==> src/rtl/uart_rx_os.sv <==
`default_nettype none
// ============================================================================
// uart_rx_os : oversampling UART receiver, majority-vote bit sampling,
//              parity / 1-2 stop bits / break, holding reg with valid-ack.
//              Optional rx_timeout output under macro UART_RX_TIMEOUT_EN.
// Revision   : 1.0
// ============================================================================
module uart_rx_os #(
    parameter int DATA_BITS   = 8,
    parameter int OVERSAMPLE  = 16,
    parameter int DIV_W       = 16,
    parameter int SYNC_STAGES = 2
) (
    input  logic                 PCLK,
    input  logic                 PRESETn,
    input  logic                 rx_serial,
    input  logic [DIV_W-1:0]     cfg_div,
    input  logic                 cfg_parity_en,
    input  logic                 cfg_parity_odd,
    input  logic                 cfg_stop2,
    input  logic                 rx_ack,
    output logic [DATA_BITS-1:0] rx_data,
    output logic                 rx_valid,
    output logic                 frame_error,
    output logic                 parity_error,
    output logic                 break_detect,
    output logic                 overrun_error,
    output logic                 rx_busy
`ifdef UART_RX_TIMEOUT_EN
    ,
    output logic                 rx_timeout
`endif
);

    localparam int SCNT_W = $clog2(OVERSAMPLE);
    localparam int BCNT_W = $clog2(DATA_BITS + 1);
    localparam logic [SCNT_W-1:0] C_S0    = SCNT_W'(OVERSAMPLE / 2 - 1);
    localparam logic [SCNT_W-1:0] C_S1    = SCNT_W'(OVERSAMPLE / 2);
    localparam logic [SCNT_W-1:0] C_VOTE  = SCNT_W'(OVERSAMPLE / 2 + 1);
    localparam logic [SCNT_W-1:0] C_LAST  = SCNT_W'(OVERSAMPLE - 1);
    localparam logic [BCNT_W-1:0] C_NBITS = BCNT_W'(DATA_BITS);

    typedef enum logic [2:0] {
        IDLE    = 3'd0,
        START   = 3'd1,
        DATA    = 3'd2,
        PARITY  = 3'd3,
        STOP1   = 3'd4,
        STOP2   = 3'd5,
        BRKWAIT = 3'd6
    } state_t;

    state_t r_state, w_next;

    logic [SYNC_STAGES-1:0] r_sync;
    logic                   rxs;
    logic [DIV_W-1:0]       r_div_cnt;
    logic [SCNT_W-1:0]      r_scnt;
    logic [BCNT_W-1:0]      r_bcnt;
    logic [DATA_BITS-1:0]   r_shift;
    logic                   r_s0, r_s1;
    logic                   r_par_en, r_par_odd, r_stop2;
    logic                   r_par_bit, r_stop1_bad;
    logic                   w_tick, w_start, w_vote_pt, w_end, w_bit;
    logic                   w_complete, w_ferr, w_brk, w_perr, w_brk_cond;

    // Synchroniser resets to idle-high so reset release never looks like a start bit
    always_ff @(posedge PCLK or negedge PRESETn) begin
        if (!PRESETn) r_sync <= '1;
        else          r_sync <= {r_sync[SYNC_STAGES-2:0], rx_serial};
    end
    assign rxs = r_sync[SYNC_STAGES-1];

    assign w_tick    = (r_div_cnt == '0);
    assign w_start   = (r_state == IDLE) && !rxs;
    assign w_vote_pt = w_tick && (r_scnt == C_VOTE);
    assign w_end     = w_tick && (r_scnt == C_LAST);
    assign w_bit     = (r_s0 & r_s1) | (r_s0 & rxs) | (r_s1 & rxs);

    // Reloading on start detection aligns the bit phase to the falling edge
    always_ff @(posedge PCLK or negedge PRESETn) begin
        if (!PRESETn)                r_div_cnt <= '0;
        else if (w_start || w_tick)  r_div_cnt <= cfg_div;
        else                         r_div_cnt <= r_div_cnt - 1'b1;
    end

    always_ff @(posedge PCLK or negedge PRESETn) begin
        if (!PRESETn)               r_scnt <= '0;
        else if (r_state == IDLE)   r_scnt <= '0;
        else if (w_tick)            r_scnt <= (r_scnt == C_LAST) ? '0 : r_scnt + 1'b1;
    end

    always_ff @(posedge PCLK or negedge PRESETn) begin
        if (!PRESETn) r_state <= IDLE;
        else          r_state <= w_next;
    end

    assign w_brk_cond = (r_shift == '0) && !w_bit && (!r_par_en || !r_par_bit);
    assign w_perr     = r_par_en && ((^r_shift ^ r_par_bit) != r_par_odd);

    always_comb begin
        w_next     = r_state;
        w_complete = 1'b0;
        w_ferr     = 1'b0;
        w_brk      = 1'b0;
        case (r_state)
            IDLE:    if (!rxs) w_next = START;
            START: begin
                if (w_vote_pt && w_bit) w_next = IDLE;
                else if (w_end)         w_next = DATA;
            end
            DATA:    if (w_end && (r_bcnt == C_NBITS)) w_next = r_par_en ? PARITY : STOP1;
            PARITY:  if (w_end) w_next = STOP1;
            STOP1: begin
                if (w_vote_pt) begin
                    // A break completes at the first stop bit even in 2-stop mode
                    if (w_brk_cond) begin
                        w_complete = 1'b1;
                        w_ferr     = 1'b1;
                        w_brk      = 1'b1;
                        w_next     = BRKWAIT;
                    end else if (!r_stop2) begin
                        w_complete = 1'b1;
                        w_ferr     = !w_bit;
                        w_next     = IDLE;
                    end
                end else if (w_end && r_stop2) begin
                    w_next = STOP2;
                end
            end
            STOP2: begin
                if (w_vote_pt) begin
                    w_complete = 1'b1;
                    w_ferr     = r_stop1_bad | !w_bit;
                    w_next     = IDLE;
                end
            end
            BRKWAIT: if (rxs) w_next = IDLE;
            default: w_next = IDLE;
        endcase
    end

    always_ff @(posedge PCLK or negedge PRESETn) begin
        if (!PRESETn) begin
            r_par_en    <= 1'b0;
            r_par_odd   <= 1'b0;
            r_stop2     <= 1'b0;
            r_bcnt      <= '0;
            r_shift     <= '0;
            r_s0        <= 1'b0;
            r_s1        <= 1'b0;
            r_par_bit   <= 1'b0;
            r_stop1_bad <= 1'b0;
        end else begin
            if (w_start) begin
                r_par_en  <= cfg_parity_en;
                r_par_odd <= cfg_parity_odd;
                r_stop2   <= cfg_stop2;
                r_bcnt    <= '0;
            end
            if (w_tick && (r_scnt == C_S0)) r_s0 <= rxs;
            if (w_tick && (r_scnt == C_S1)) r_s1 <= rxs;
            if (w_vote_pt) begin
                case (r_state)
                    DATA: begin
                        r_shift <= {w_bit, r_shift[DATA_BITS-1:1]};
                        r_bcnt  <= r_bcnt + 1'b1;
                    end
                    PARITY:  r_par_bit   <= w_bit;
                    STOP1:   r_stop1_bad <= !w_bit;
                    default: ;
                endcase
            end
        end
    end

    // An ack in the completion cycle frees the slot for the new character
    always_ff @(posedge PCLK or negedge PRESETn) begin
        if (!PRESETn) begin
            rx_data       <= '0;
            rx_valid      <= 1'b0;
            frame_error   <= 1'b0;
            parity_error  <= 1'b0;
            break_detect  <= 1'b0;
            overrun_error <= 1'b0;
        end else begin
            if (w_complete && (!rx_valid || rx_ack)) begin
                rx_data      <= r_shift;
                frame_error  <= w_ferr;
                parity_error <= w_perr;
                break_detect <= w_brk;
                rx_valid     <= 1'b1;
            end else if (rx_ack && rx_valid) begin
                rx_valid     <= 1'b0;
            end
            if (rx_ack && rx_valid)            overrun_error <= 1'b0;
            else if (w_complete && rx_valid)   overrun_error <= 1'b1;
        end
    end

    assign rx_busy = (r_state != IDLE);

`ifdef UART_RX_TIMEOUT_EN
    localparam int TO_LIMIT = 4 * OVERSAMPLE * (DATA_BITS + 2);
    localparam int TO_W     = $clog2(TO_LIMIT + 1);
    localparam logic [TO_W-1:0] C_TO_LIMIT = TO_W'(TO_LIMIT);

    logic [TO_W-1:0] r_to_cnt;

    always_ff @(posedge PCLK or negedge PRESETn) begin
        if (!PRESETn) begin
            r_to_cnt   <= '0;
            rx_timeout <= 1'b0;
        end else begin
            if (w_start || rx_ack)
                r_to_cnt <= '0;
            else if (w_tick && (r_state == IDLE) && rx_valid && rxs && (r_to_cnt != C_TO_LIMIT))
                r_to_cnt <= r_to_cnt + 1'b1;
            if (rx_ack)                        rx_timeout <= 1'b0;
            else if (r_to_cnt == C_TO_LIMIT)   rx_timeout <= 1'b1;
        end
    end
`endif

endmodule
`default_nettype wire

==> config.mk <==
export PLATFORM = sky130hd
export DESIGN_NAME = uart_rx_os
export DESIGN_NICKNAME = d
export VERILOG_FILES = /design/src/rtl/uart_rx_os.sv
export SDC_FILE = /design/constraint.sdc
export NUM_CORES = 1
export LEC_CHECK = 0
export BUFFER_PORTS_ARGS = -buffer_cell sky130_fd_sc_hd__buf_2
export CORE_MARGIN = 4
export CORE_UTILIZATION = 50
export DETAILED_ROUTE_END_ITERATION = 10
export HOLD_SLACK_MARGIN = 0.12
export PLACE_DENSITY = 0.75
export SLEW_MARGIN = 20
export SYNTH_ARGS = -nofsm -noshare
export SYNTH_HDL_FRONTEND = slang
export SYNTH_SLANG_ARGS = --single-unit
==> constraint.sdc <==
create_clock -name PCLK -period 3.4 [get_ports PCLK]
set_input_delay 0 -clock PCLK [delete_from_list [all_inputs] [get_ports PCLK]]
set_output_delay 0 -clock PCLK [all_outputs]
set_load 0.02 [all_outputs]
* Word-level counts from Yosys, hierarchy flattened
Index checks and enable logic that the tools add are counted.
** Storage, ports and cells
- Output and inout port bits :: 14
- Word-level logic and storage cells :: 120
- Bits of input ports :: 23
- Register bits :: 57
** Cells by class
- Reduce and logical (&&, ||, !) cells :: 34
- Add/sub/neg operators :: 3
- Equal/unequal tests :: 20
- Bitwise gates (word level) :: 7
- Mux-type cells :: 37
** Operators by type and width (count)
- 3-bit two-way mux :: 12
- 4-bit two-way mux :: 6
- 3-bit one-hot mux with 7 select lines :: 1
- 4-bit equality test (second input constant) :: 4
- 16-bit logical NOT :: 1
- 16-bit two-way mux :: 1
- 16-bit by 1-bit subtractor with 16-bit output (second input constant) :: 1
- 1-bit two-way mux :: 15
- 1-bit logical AND :: 14
- 2-bit inequality test (second input constant) :: 5
- 3-bit equality test (second input constant) :: 3
- 4-bit by 1-bit adder with 4-bit output (second input constant) :: 2
- 8-bit logical NOT :: 1
- 8-bit AND reduction :: 1
- 8-bit XOR reduction :: 1
- 3-bit by 2-bit equality test with 1-bit output (second input constant) :: 2
- 3-bit inequality test (second input constant) :: 2
- 2-bit AND reduction :: 3
- 2-bit nonzero test :: 3
- 1-bit logical NOT :: 5
- 4-bit by 3-bit equality test with 1-bit output (second input constant) :: 1
- 4-bit inequality test (second input constant) :: 1
- 1-bit one-hot mux with 2 select lines :: 2
- 1-bit bitwise AND :: 3
- other kinds (7) :: 11

* Logic depth before layout (Yosys ltp)
- Depth after elaboration :: 12
- Gate-level depth with buffers :: 8
- Mapped depth without buffers :: 8

* Worst setup path after synthesis
No wires, ideal clock.
- Kind :: register to register
- Start :: reg r_div_cnt[9]
- End :: reg r_state[1]
- Slack :: 0.483 ns
- Setup time :: 0.128 ns
- Data arrival time :: 2.789 ns
- Required time :: 3.272 ns
- Cell stages (with the launch flop) :: 9
- Path buffers :: 2
- Clock period less this slack :: 2.917 ns
- Cell sequence :: dfrtp_1 -> or3_4 -> or4_4 -> buf_6 -> or3_4 -> buf_6 -> or3_4 -> o2111ai_2 -> mux2_1
** Between the ends
- Longest elaborated chain between the ends :: 5
** Ends and longest elaborated chain
- start: declaration :: line 57 : logic [DIV_W-1:0] r_div_cnt;
- start signal: assignment :: line 83 : else if (w_start || w_tick) r_div_cnt <= cfg_div;
- start signal: assignment :: line 84 : else r_div_cnt <= r_div_cnt - 1'b1;
- 16-bit logical NOT (*) :: line 74 : assign w_tick = (r_div_cnt == '0);
- 1-bit logical AND, on equally long branches :: line 76, 77
- 1-bit logical AND, on equally long branches :: line 109, 112, 127
- 3-bit inequality test (no source line), or another cell as far along
- 8-bit AND reduction (no source line) or 3-bit one-hot mux with 7 select lines (tied branches)
- end signal: assignment :: line 95 : else r_state <= w_next;
- end: declaration :: line 53 : state_t r_state, w_next;
Mark *: on every way between the ends. The rest lies on a longest branch, timed or not.
A chain may end at the register's enable or synchronous reset.

* Worst setup path in the final report
Same ends and word-level chain as after synthesis.

==> results.cfg <==
[floorplan]
fp.dieArea_um2 = 7414
core_um2 = 5921
die_h_um = 86.11
start_util_pct = 51.52
die_w_um = 86.11
rows = 28
ios = 37

[drt]
wire_per_inst_um = 13.00
vias_per_cell = 5.262
vias = 2368
wl_mm = 5.849
drt-initial-drc-count = 153
drc = 0
first_pass_iters = 4
ant_nets = 0

[logic_synthesis]
yosysMostFrequentCell = dfrtp_1
synthTopCellsByCount = dfrtp_1 (55), nand2_1 (48), o21ai_0 (33)
netlist.area_leader.share_pct = 45.12
synth.distinct_cells = 48
netlist_top_cells_area = dfrtp_1 (45%), nand2_1 (5.9%), o21ai_0 (5.4%)
syn_area_per_cell_um2 = 9.840
synth_area_um2 = 3050
synth_edf_count = 0
ys_seq_elements = 57
syn_inst = 310
ys.warnings.count = 0
synth_top_area_cell = dfrtp_1
ys_seq_area_share_pct = 46.84
async_reset_ff_share_pct = 100.0
syn_nets = 344
synth-main-ff-cell = dfrtp_1

[cts]
cts_setup_buffers = 0
cts_tree = done
cts_buffer_depth = 2
clk_pin_slew_ns = 0.07
cts.htree.levels = 3
cts_hold_buf = 22
cts_made_buffers = 9
cts_resized = 0
cts-root-buf = clkbuf_8
clk_latency_ns = 0.34
cts.sinks = 57

[hold_path]
whs_path_depth = 2
holdCritStartpoint = rx_serial
hold_class = in2reg
holdPathEnd = r_sync[0]

[timing]
tightestPinTransition_ns = 0.7473
max_freq_mhz = 339.0
maxSlewViolCount = 0
relSlewSlack_pct = 49.72
hold_ws_ns = 0.3035
hold_viol = 0
final-setup-viol-count = 0
finalCritPeriodShare_pct = 86.75
rsz0062_at_grt = no
setup_tns_ns = 0
skew_ns = 0.008635
fin_crit_ns = 2.949

[setup_path]
critical_path_class = reg2reg
cp_num_buf_inv = 0
reg2reg_from = r_div_cnt[9]
timing.rr.end = r_state[1]
max_stage_delay_ns = 0.47
critPathLaunchType = flip-flop
path_delay_family = simple AND/OR/NAND/NOR gates
r2r_setup_slack_ns = 0.45
rr_worst_depth = 6
path_common_cell = or3_4
endpoint_kind = flip-flop
path_max_fanout = 11
cp_slowest_cell = or4_4
crit_chain = or3_4 -> or4_4 -> or3_4 -> or3_4 -> o2111ai_2 -> mux2_1
critPathArrivalTime_ns = 3.16
worstPathRequired_ns = 3.61

[power]
internal_power_uw = 1214
powerDensity_nw_per_um2 = 449.1
p_total_uw = 1653
power.leakage_uw = 0.001648
netSwitchingFraction_pct = 26.59
combPwrFrac_pct = 12.4
pwr-share-clk_pct = 37.7
seqPwrFrac_pct = 49.9
ir_drop_v = 0.0003281
switching_power_uw = 439.5

[job]
drv_cap = 0

[layout]
syn_to_final_growth_pct = 20.67
utilization_pct = 62.17
nets = 404
fill_cells = 484
stdcell_area_um2 = 3681
n_antenna_cell = 0
drive_gt1_share_pct = 21.87

[grt]
grt_max_degree = 58
grt_pass1_wl_mm = 10.20
grt_pass1_vias = 2277
antenna_found_initial = 0
grt_usage_pct = 17.63
overflow = 0

[run_status]
status = complete, no violations

[place]
gp_congestion = 0.8558
place_area_um2 = 3257
dp_hpwl_mm = 3.928
port-buffer-count = 36
==> stage by stage <==
step	instances	setup slack, ns
3_5_place_dp	412	0.4968
3_3_place_gp	412	0.5530
5_1_grt	450	0.2541
4_1_cts	450	0.4534
6_report	450	0.4506
2_1_floorplan	310	0.4832
==> registers in the layout (all words and copies together) (netlist names) <==
| name | cells |
|---|---|
| r_div_cnt | 16 |
| r_shift | 8 |
| rx_data | 8 |
| r_bcnt | 4 |
| r_scnt | 4 |
| r_state | 3 |
| r_sync | 2 |
| break_detect | 1 |
| frame_error | 1 |
| overrun_error | 1 |
| parity_error | 1 |
| r_par_bit | 1 |
| r_par_en | 1 |
| r_par_odd | 1 |
| r_s0 | 1 |
| r_s1 | 1 |
| r_stop1_bad | 1 |
| r_stop2 | 1 |
| rx_valid | 1 |
==> layer usage <==
layer | share of wire [%] | vias to the layer above | track usage, %
met3 | 5.8 | 11 | 4.515
met1 | 46 | 1103 | 22.86
met5 | 0 | - | 0
li1 | - | 1193 | -
met4 | 2.3 | 0 | 8.633
met2 | 46 | 61 | 27.40
==> cell families (layout without fill, tap and decap cells) <==
| family | Yosys count | in the layout | share of synthesized area, % |
|---|---|---|---|
| AND/OR/NAND/NOR | 109 | 109 | 17.92 |
| AO/OA/AOI/OAI | 60 | 60 | 11.81 |
| flip-flops | 57 | 57 | 46.84 |
| adder cells (fa/ha/maj) | 11 | 11 | 4.512 |
| multiplexers | 18 | 18 | 6.563 |
| XOR/XNOR | 23 | 23 | 6.604 |
| buffers and inverters | 32 | 97 | 5.742 |
==> layout make-up <==
class,instances,area (um2),share of cell area (%)
clock buffer,11,141.4,3.841
tap,75,93.84,2.549
timing repair buffer,61,422.9,11.49
multi-input combinational,221,1464,39.77
clock inverter,5,55.05,1.496
inverter,20,75.07,2.039
sequential,57,1429,38.82
==> placed cells by master (no fill, tap or decap), types with 9 or more instances in the layout <==
cell           synthesis  final
dfrtp_1               55     55
nand2_1               48     48
buf_2                  1     36
o21ai_0               33     32
dlygate4sd3_1          0     22
inv_1                 20     20
nor2_1                16     16
xnor2_1               16     16
mux2_2                14     14
a21oi_1               11     11
ha_1                  11     11
clkbuf_8               0     10
nor3_1                 9      9
==> power groups by stage <==
stage | Sequential (uW) | Clock (uW) | Combinational [uW]
finish | 825 | 623 | 205
detailed placement | 836 | 0 | 185
global route | 837 | 665 | 235
floorplan | 822 | 0 | 131
global placement | 830 | 0 | 180
CTS | 824 | 637 | 207
==> worst max-delay path by stage <==
| stage | start | cells past startpoint | end |
|---|---|---|---|
| after floorplan | r_div_cnt[9] | 8 | r_state[1] |
| after global placement | r_div_cnt[9] | 6 | r_state[2] |
| after detailed placement | r_div_cnt[9] | 6 | r_state[1] |
| after CTS | r_div_cnt[9] | 6 | r_state[1] |
| after global routing | r_div_cnt[9] | 6 | rx_data[6] |
| final | r_div_cnt[9] | 6 | r_state[1] |
Power figures use the tool's default switching activity.
